<file path="config.mk">
export PLATFORM = sky130hd
export DESIGN_NAME = gap_scanner
export DESIGN_NICKNAME = d
export VERILOG_FILES = /design/src/rtl/gap_scanner_pkg.sv /design/src/rtl/gap_run_tracker.sv /design/src/rtl/gap_scanner.sv
export SDC_FILE = /design/constraint.sdc
export NUM_CORES = 1
export LEC_CHECK = 0
export ABC_AREA = 1
export CAP_MARGIN = 20
export CELL_PAD_IN_SITES_DETAIL_PLACEMENT = 1
export CELL_PAD_IN_SITES_GLOBAL_PLACEMENT = 2
export CORE_MARGIN = 2
export CORE_UTILIZATION = 30
export CTS_CLUSTER_SIZE = 28
export DETAILED_ROUTE_END_ITERATION = 16
export PLACE_DENSITY = 0.75
export SETUP_SLACK_MARGIN = 0.02
export SLEW_MARGIN = 20
export SYNTH_ARGS = -nofsm -noshare
export SYNTH_HDL_FRONTEND = slang
export SYNTH_SLANG_ARGS = --single-unit
</file>
<file path="constraint.sdc">
create_clock -name clk -period 1.97 [get_ports clk]
set_input_delay 0.4925 -clock clk [delete_from_list [all_inputs] [get_ports clk]]
set_output_delay 0.4925 -clock clk [all_outputs]
set_load 0.01 [all_outputs]
</file>
<file path="src/rtl/gap_scanner_pkg.sv">
// Shared types for the gap scanner: FSM state encoding.
package gap_scanner_pkg;

    typedef enum logic [1:0] {
        IDLE = 2'd0,
        SCAN = 2'd1,
        DONE = 2'd2
    } state_t;

endpackage

</file>
<file path="src/rtl/gap_run_tracker.sv">
// Run-length / best-run datapath for gap_scanner, stepped one bit per cycle.
// Position tracking only exists when GAP_SCANNER_POS_EN is defined.
module gap_run_tracker
    import gap_scanner_pkg::*;
#(
    parameter int WIDTH = 16,
    parameter int GW    = $clog2(WIDTH)
) (
    input  logic          clk,
    input  logic          rst,
    input  logic          clear,
    input  logic          step,
    input  logic          bit_val,
    input  logic          polarity,
    input  logic [GW-1:0] idx,
    output logic [GW-1:0] best_len_next,
    output logic [GW-1:0] best_pos_next,
    output logic [GW-1:0] count_next
);

    logic [GW-1:0] run_r;
    logic [GW-1:0] run_next_s;
    logic          seen_r;
    logic          seen_next_s;
    logic [GW-1:0] best_len_r;
    logic [GW-1:0] count_r;
    logic          close_s;
    logic          better_s;

    // A run only closes on a bound bit after a bound has already been seen.
    assign close_s  = step && (bit_val != polarity) && seen_r && (run_r != '0);
    assign better_s = close_s && (run_r > best_len_r);

    // Next-state computation for run counter, seen-bound flag, best length and count
    always_comb begin
        run_next_s    = run_r;
        seen_next_s   = seen_r;
        best_len_next = best_len_r;
        count_next    = count_r;
        if (clear) begin
            run_next_s    = '0;
            seen_next_s   = 1'b0;
            best_len_next = '0;
            count_next    = '0;
        end else if (step) begin
            if (bit_val == polarity) begin
                if (seen_r) begin
                    run_next_s = run_r + GW'(1);
                end else begin
                    run_next_s = run_r;
                end
            end else begin
                seen_next_s = 1'b1;
                run_next_s  = '0;
                if (close_s) begin
                    count_next = count_r + GW'(1);
                end else begin
                    count_next = count_r;
                end
                if (better_s) begin
                    best_len_next = run_r;
                end else begin
                    best_len_next = best_len_r;
                end
            end
        end else begin
            run_next_s = run_r;
        end
    end

    // Tracker state registers
    always_ff @(posedge clk) begin
        if (rst) begin
            run_r      <= '0;
            seen_r     <= 1'b0;
            best_len_r <= '0;
            count_r    <= '0;
        end else begin
            run_r      <= run_next_s;
            seen_r     <= seen_next_s;
            best_len_r <= best_len_next;
            count_r    <= count_next;
        end
    end

`ifdef GAP_SCANNER_POS_EN
    logic [GW-1:0] best_pos_r;

    // Best-run position: LSB index of the run that just closed
    always_comb begin
        best_pos_next = best_pos_r;
        if (clear) begin
            best_pos_next = '0;
        end else if (better_s) begin
            best_pos_next = idx - run_r;
        end else begin
            best_pos_next = best_pos_r;
        end
    end

    // Best-run position register
    always_ff @(posedge clk) begin
        if (rst) begin
            best_pos_r <= '0;
        end else begin
            best_pos_r <= best_pos_next;
        end
    end
`else
    logic unused_idx;
    assign unused_idx    = ^idx;
    assign best_pos_next = '0;
`endif

endmodule

</file>
<file path="src/rtl/gap_scanner.sv">
// Serial longest-bounded-run scanner, one bit per cycle, LSB first.
// Optional macro GAP_SCANNER_POS_EN enables gap_pos tracking.
module gap_scanner
    import gap_scanner_pkg::*;
#(
    parameter int WIDTH = 16
) (
    input  logic                       clk,
    input  logic                       rst,
    input  logic                       start,
    input  logic [WIDTH-1:0]           data,
    input  logic                       polarity,
    output logic                       busy,
    output logic                       done,
    output logic [$clog2(WIDTH)-1:0]   gap,
    output logic [$clog2(WIDTH)-1:0]   gap_pos,
    output logic [$clog2(WIDTH)-1:0]   gap_count
);

    localparam int GW = $clog2(WIDTH);

    state_t         state_r;
    state_t         state_next_s;
    logic [WIDTH-1:0] data_r;
    logic           polarity_r;
    logic [GW-1:0]  k_r;
    logic           clear_s;
    logic           step_s;
    logic           last_s;
    logic [GW-1:0]  len_next_s;
    logic [GW-1:0]  pos_next_s;
    logic [GW-1:0]  count_next_s;

    assign last_s = (k_r == GW'(WIDTH - 1));

    // FSM state register
    always_ff @(posedge clk) begin
        if (rst) begin
            state_r <= IDLE;
        end else begin
            state_r <= state_next_s;
        end
    end

    // FSM next-state logic
    always_comb begin
        state_next_s = state_r;
        case (state_r)
            IDLE:    state_next_s = start ? SCAN : IDLE;
            SCAN:    state_next_s = last_s ? DONE : SCAN;
            DONE:    state_next_s = IDLE;
            default: state_next_s = IDLE;
        endcase
    end

    // FSM control outputs to the datapath
    always_comb begin
        clear_s = 1'b0;
        step_s  = 1'b0;
        case (state_r)
            IDLE:    clear_s = start;
            SCAN:    step_s  = 1'b1;
            default: begin
                clear_s = 1'b0;
                step_s  = 1'b0;
            end
        endcase
    end

    // Operand capture and bit index
    always_ff @(posedge clk) begin
        if (rst) begin
            data_r     <= '0;
            polarity_r <= 1'b0;
            k_r        <= '0;
        end else if (clear_s) begin
            data_r     <= data;
            polarity_r <= polarity;
            k_r        <= '0;
        end else if (step_s && !last_s) begin
            k_r <= k_r + GW'(1);
        end else begin
            k_r <= k_r;
        end
    end

    gap_run_tracker #(
        .WIDTH (WIDTH),
        .GW    (GW)
    ) u_tracker (
        .clk           (clk),
        .rst           (rst),
        .clear         (clear_s),
        .step          (step_s),
        .bit_val       (data_r[k_r]),
        .polarity      (polarity_r),
        .idx           (k_r),
        .best_len_next (len_next_s),
        .best_pos_next (pos_next_s),
        .count_next    (count_next_s)
    );

    // Status and results; results load as the last bit is consumed so they are valid with done
    always_ff @(posedge clk) begin
        if (rst) begin
            busy      <= 1'b0;
            done      <= 1'b0;
            gap       <= '0;
            gap_count <= '0;
        end else begin
            busy <= (state_next_s != IDLE);
            done <= (state_next_s == DONE);
            if (step_s && last_s) begin
                gap       <= len_next_s;
                gap_count <= count_next_s;
            end else begin
                gap       <= gap;
                gap_count <= gap_count;
            end
        end
    end

`ifdef GAP_SCANNER_POS_EN
    // Position result register
    always_ff @(posedge clk) begin
        if (rst) begin
            gap_pos <= '0;
        end else if (step_s && last_s) begin
            gap_pos <= pos_next_s;
        end else begin
            gap_pos <= gap_pos;
        end
    end
`else
    logic unused_pos;
    assign unused_pos = ^pos_next_s;
    assign gap_pos    = '0;
`endif

endmodule

</file>
---- Word-level counts from Yosys, hierarchy flattened ----
Index checks and enable logic that the tools add are counted.
operators by class
  add/sub/neg operators ................... 3
  multiply operators ...................... 0
  div/mod/pow operators ................... 0
  $lt $le $gt $ge ......................... 2
  eq/ne operators ......................... 6
  shifts and indexed selects .............. 0
  multiplexer cells ....................... 17
  bitwise operators ....................... 1
  reduce and logical (&&, ||, !) cells .... 13
operator list
  operator               number
  $mux W4                10
  $add A4 B1 Y4 const B  3
  $logic_and A1 B1 Y1    6
  $lt A4 B5 Y1 const B   1
  $bmux W1 S4            1
  $eq A4 B4 Y1 const B   1
  $gt A4 B4 Y1           1
  $mux W1                4
  $pmux W2 S2            1
  $reduce_and A2 Y1      2
  $reduce_bool A4 Y1     1
  $eq A2 B1 Y1 const B   1
  $eq A2 B2 Y1 const B   1
  $logic_not A2 Y1       1
  $mux W2                1
  $ne A2 B1 Y1 const B   1
  $reduce_bool A2 Y1     1
  $reduce_or A2 Y1       1
  $eq A1 B1 Y1           1
  $logic_not A1 Y1       1
  $ne A1 B1 Y1           1
  $not A1 Y1             1
storage, ports and cells
  flip-flop bits (word level) ............. 46
  latch bits .............................. 0
  memory bits (writable) .................. 0
  memory bits (read-only) ................. 0
  logic and storage cells ................. 54
  memories ................................ 0

---- Longest topological paths before layout ----
  depth after elaboration ................. 11
  depth in mapped cells ................... 14
  gate-level depth less buffers ........... 14

---- Modules after synthesis ----
A second synthesis with hierarchy kept.
second synthesis, totals
  cells, all modules ...................... 308
  area, all modules ....................... 2202.1 um^2
modules (own cells, without submodules)
  module           times used  cells an instance  area an instance (um^2)  sequential area each (um^2)
  gap_scanner      1           187                1372.6                   660.6
  gap_run_tracker  1           121                829.5                    260.2

---- Least setup slack after synthesis ----
No wires, ideal clock.
  path type ............................... register -> register
  start point ............................. register u_tracker.run_r[1]
  end point ............................... register gap[0]
  setup time .............................. 0.070 ns
  data arrival time ....................... 1.476 ns
  data required time ...................... 1.900 ns
  slack ................................... 0.424 ns
  stages on the path, launching flop included .. 10
  period minus slack after synthesis ...... 1.546 ns
  cells stage by stage .................... dfxtp_1 ha_1 inv_1 nor2_1 o21ai_0 a32oi_1 nand3_2 nand2_1 nand3_1 a21oi_1
between the ends
  cells in the longest elaborated chain, start to end .. 7
  elaborated cells between the ends (all ways) .. 8
RTL lines
  item                                                  RTL line               text
  start, declared                                       gap_run_tracker.sv:21  logic [GW-1:0] run_r;
  start signal, assigned                                gap_run_tracker.sv:79  run_r <= run_next_s;
  branches (longest 2 deep; another with $gt A4 B4 Y1)  -
  $logic_and A1 B1 Y1 (*)                               gap_run_tracker.sv:32  assign better_s = close_s && (run_r > best_len_r);
  $mux W4 (*)                                           gap_run_tracker.sv:60  if (better_s) begin
  $mux W4 (*)                                           gap_run_tracker.sv:46  if (bit_val == polarity) begin
  $mux W4 (*)                                           gap_run_tracker.sv:45  end else if (step) begin
  $mux W4 (*)                                           gap_run_tracker.sv:40  if (clear) begin
  end signal, assigned                                  gap_scanner.sv:114     gap <= len_next_s;
  end signal, assigned                                  gap_scanner.sv:117     gap <= gap;
  end, declared                                         gap_scanner.sv:15      output logic [$clog2(WIDTH)-1:0] gap,
Mark *: on every way between the ends.
A chain may end at the register's enable or synchronous reset.

---- Worst setup path after layout ----
  start point ............................. register u_tracker.best_len_r[3]
  end point ............................... register gap[3]
between the ends
  cells in the longest elaborated chain, start to end .. 6
RTL lines
  item                    RTL line               text
  start, declared         gap_run_tracker.sv:25  logic [GW-1:0] best_len_r;
  start signal, assigned  gap_run_tracker.sv:81  best_len_r <= best_len_next;
  $gt A4 B4 Y1            gap_run_tracker.sv:32
  $logic_and A1 B1 Y1     gap_run_tracker.sv:32
  $mux W4                 gap_run_tracker.sv:60
  $mux W4                 gap_run_tracker.sv:46
  $mux W4 (*)             gap_run_tracker.sv:45
  $mux W4 (*)             gap_run_tracker.sv:40
Every way passes the cells marked *; elsewhere a longest branch is shown, timed or not.

==> impl_metrics.ini <==
[run_status]
outcome = finished, final reports clean

[timing]
finalCritPeriodShare_pct = 88.1
setup_viol = 0
rsz0062_at_grt = no
report.final.slew_viol_count = 0
fin_skew_ns = 0.00746
finalCriticalPeriod_ns = 1.74
hold_violations = 0
max_freq_mhz = 576
setup_tns_ns = 0

[synth]
synthTopCellsByCount = dfxtp_1 (46), inv_1 (38), nand2_1 (38)
synth_area_um2 = 2130
synthTopCellsByArea = dfxtp_1 (43%), a21oi_1 (8.0%), nand3_1 (6.8%), o21ai_0 (6.8%), inv_1 (6.7%)
yosysSeqAreaShare_pct = 43.3
yosys.area.top_type = dfxtp_1
async_flop_share_pct = 0
synthFlopType = dfxtp_1
synth_edf_count = 0
netlist_instances = 284
yosys_register_bits = 46
avgSynthCellArea_um2 = 7.49
yosysMostFrequentCell = dfxtp_1
ys_warn_count = 0
synthDistinctLibCells = 27
netlist.area_leader.share_pct = 43.3

[critical_path]
worst-setup-path-type = reg2reg
worstPathArrival_ns = 1.92
crit_path_end_kind = flip-flop
critPathMaxFanout = 4
critical_path_required_ns = 2.16
start_kind = flip-flop

[floorplanning]
pin_count = 34
start_util_pct = 31.2
core.rowCount = 30
die_area_um2 = 7780
core-area_um2 = 6830
die-width_um = 88.2
fp.dieH_um = 88.2

[pwr]
powerDensity_nw_per_um2 = 670
irDropWorstVdd_mv = 0.272
power_frac_comb_pct = 13.4
power.internal_w = 0.00133
p_seq_share_pct = 54.8
p_switching_w = 0.000452
sw_frac_of_total_pct = 25.3
power.leakage_nw = 1.10
clkPwrFrac_pct = 31.8
power_w = 0.00179

[place]
gp_congestion = 0.763
place_area_um2 = 2580
io_buffer_count = 29
post-dp-hpwl_mm = 4.05
placed_cells = 413

[finish]
fin_util_pct = 39.1
fin_cells = 419
drive_gt1_share_pct = 12.4
nets = 352
area_growth_pct = 25.4
final_area_um2 = 2670
antenna_cells = 0

[cts]
clkSinkCount = 46
cts_tree = yes
clk_pin_slew_ns = 0.08
postCtsSetupBuffers = 0
cts.path.max_buffers = 2
numCtsBuffers = 5
cts-root-buf = clkbuf_8
cts_htree_levels = 2
worstSkewPairLatency_ns = 0.30

[global_routing]
grt_pass1_vias = 1950
grt.busiest_layer = met2
grtUsageMet1_pct = 19.5
met3_usage_pct = 3.92
grt_pass1_wl_mm = 9.03
gr-usage-met2_pct = 23.9
grt_max_degree = 26
gr-total-overflow = 0
antenna_found_initial = 0
grt_use_total_pct = 15.0

[flow_run]
max_cap_viol_count = 0

[drt]
wirelength_mm = 5.23
viasPerCell = 4.60
vias = 1926
post-route-drc-count = 0
first_pass_iters = 4
wire_per_inst_um = 12.5
drtIter0Drc = 64
ant_nets = 0

[min_path]
hp-class = reg2reg
## state kept, by name (all words and copies together), names as in the netlist
signal and flops:
data_r 16, gap 4, gap_count 4, k_r 4, u_tracker.best_len_r 4, u_tracker.count_r 4
u_tracker.run_r 4, state_r 2, busy 1, done 1, polarity_r 1, u_tracker.seen_r 1
## power by group through the flow
| stage | clock network [W] | logic (W) | registers (W) |
|---|---|---|---|
| after global routing | 0.000639 | 0.000273 | 0.000983 |
| after floorplan | 0 | 0.000160 | 0.000999 |
| after global placement | 0 | 0.000240 | 0.00100 |
| after detailed placement | 0 | 0.000242 | 0.00100 |
| after CTS | 0.000599 | 0.000244 | 0.000979 |
| final | 0.000569 | 0.000239 | 0.000979 |
## cells in the final DEF, fill, tap and decap left out, drive strengths merged
master / n
nand2: 43
dfxtp: 46
inv: 42
xor2: 2
nand3b: 1
ha: 8
o21ai: 31
nand3: 33
nor2: 17
a21oi: 34
nand4: 6
buf: 16
or2: 1
a32oi: 1
clkdlybuf4s50: 29
conb: 4
a31oi: 1
clkbuf: 6
nor3: 2
## through the flow
step	setup slack, ns	hold WS (ns)
2_1_floorplan	0.424	0.423
3_3_place_gp	0.116	0.439
3_5_place_dp	0.135	0.440
4_1_cts	0.224	0.452
5_1_grt	0.0309	0.482
6_report	0.234	0.449
## final cells by class
cell class,instances,area (um^2)
fill,868,4160
multi-input combinational,184,976
sequential,46,922
timing repair buffer,45,410
inverter,42,158
tap,96,120
clock buffer,6,82.6
## cell families after synthesis
kind of cell | share of synthesized area, %
flip-flops | 43.3
other | 0.176
adder cells (fa/ha/maj) | 4.70
buffers and inverters | 11.4
XOR/XNOR | 0.823
AO/OA/AOI/OAI | 16.0
AND/OR/NAND/NOR | 23.6
## routing by layer
| metal | vias to the layer above | share of wire (%) |
|---|---|---|
| li1 | 995 | - |
| met1 | 901 | 49 |
| met2 | 23 | 46 |
| met3 | 7 | 2.6 |
| met4 | 0 | 1.8 |
| met5 | - | 0 |
## path summary, 6_finish.rpt
kind	from	endpoint	slack, ns	cells past startpoint
max	u_tracker.best_len_r[3]$_SDFF_PP0_	gap[3]$_SDFFE_PP0P_	0.23	10
min	data_r[1]$_SDFFE_PP0P_	data_r[1]$_SDFFE_PP0P_	0.45	2
max reg2reg	u_tracker.best_len_r[3]$_SDFF_PP0_	gap[3]$_SDFFE_PP0P_	0.23	10
min reg2reg	data_r[1]$_SDFFE_PP0P_	data_r[1]$_SDFFE_PP0P_	0.45	2
## worst max-delay path, stage by stage (launching register included)
cell and delay (ns):
dfxtp_1 0.32, inv_1 0.06, ha_1 0.31, nand2_1 0.06
inv_1 0.07, o21ai_0 0.09, a32oi_1 0.23, buf_4 0.18
nand4_1 0.11, nand3_1 0.14, a21oi_1 0.07
## timing repair
action / CTS / global route
gates resized for setup: 0 / 2
hold endpoints to repair: 0 / 0
hold buffers: 0 / 0
endpoints found under the setup margin: 0 / 3
(Power assumes the default switching activity.)
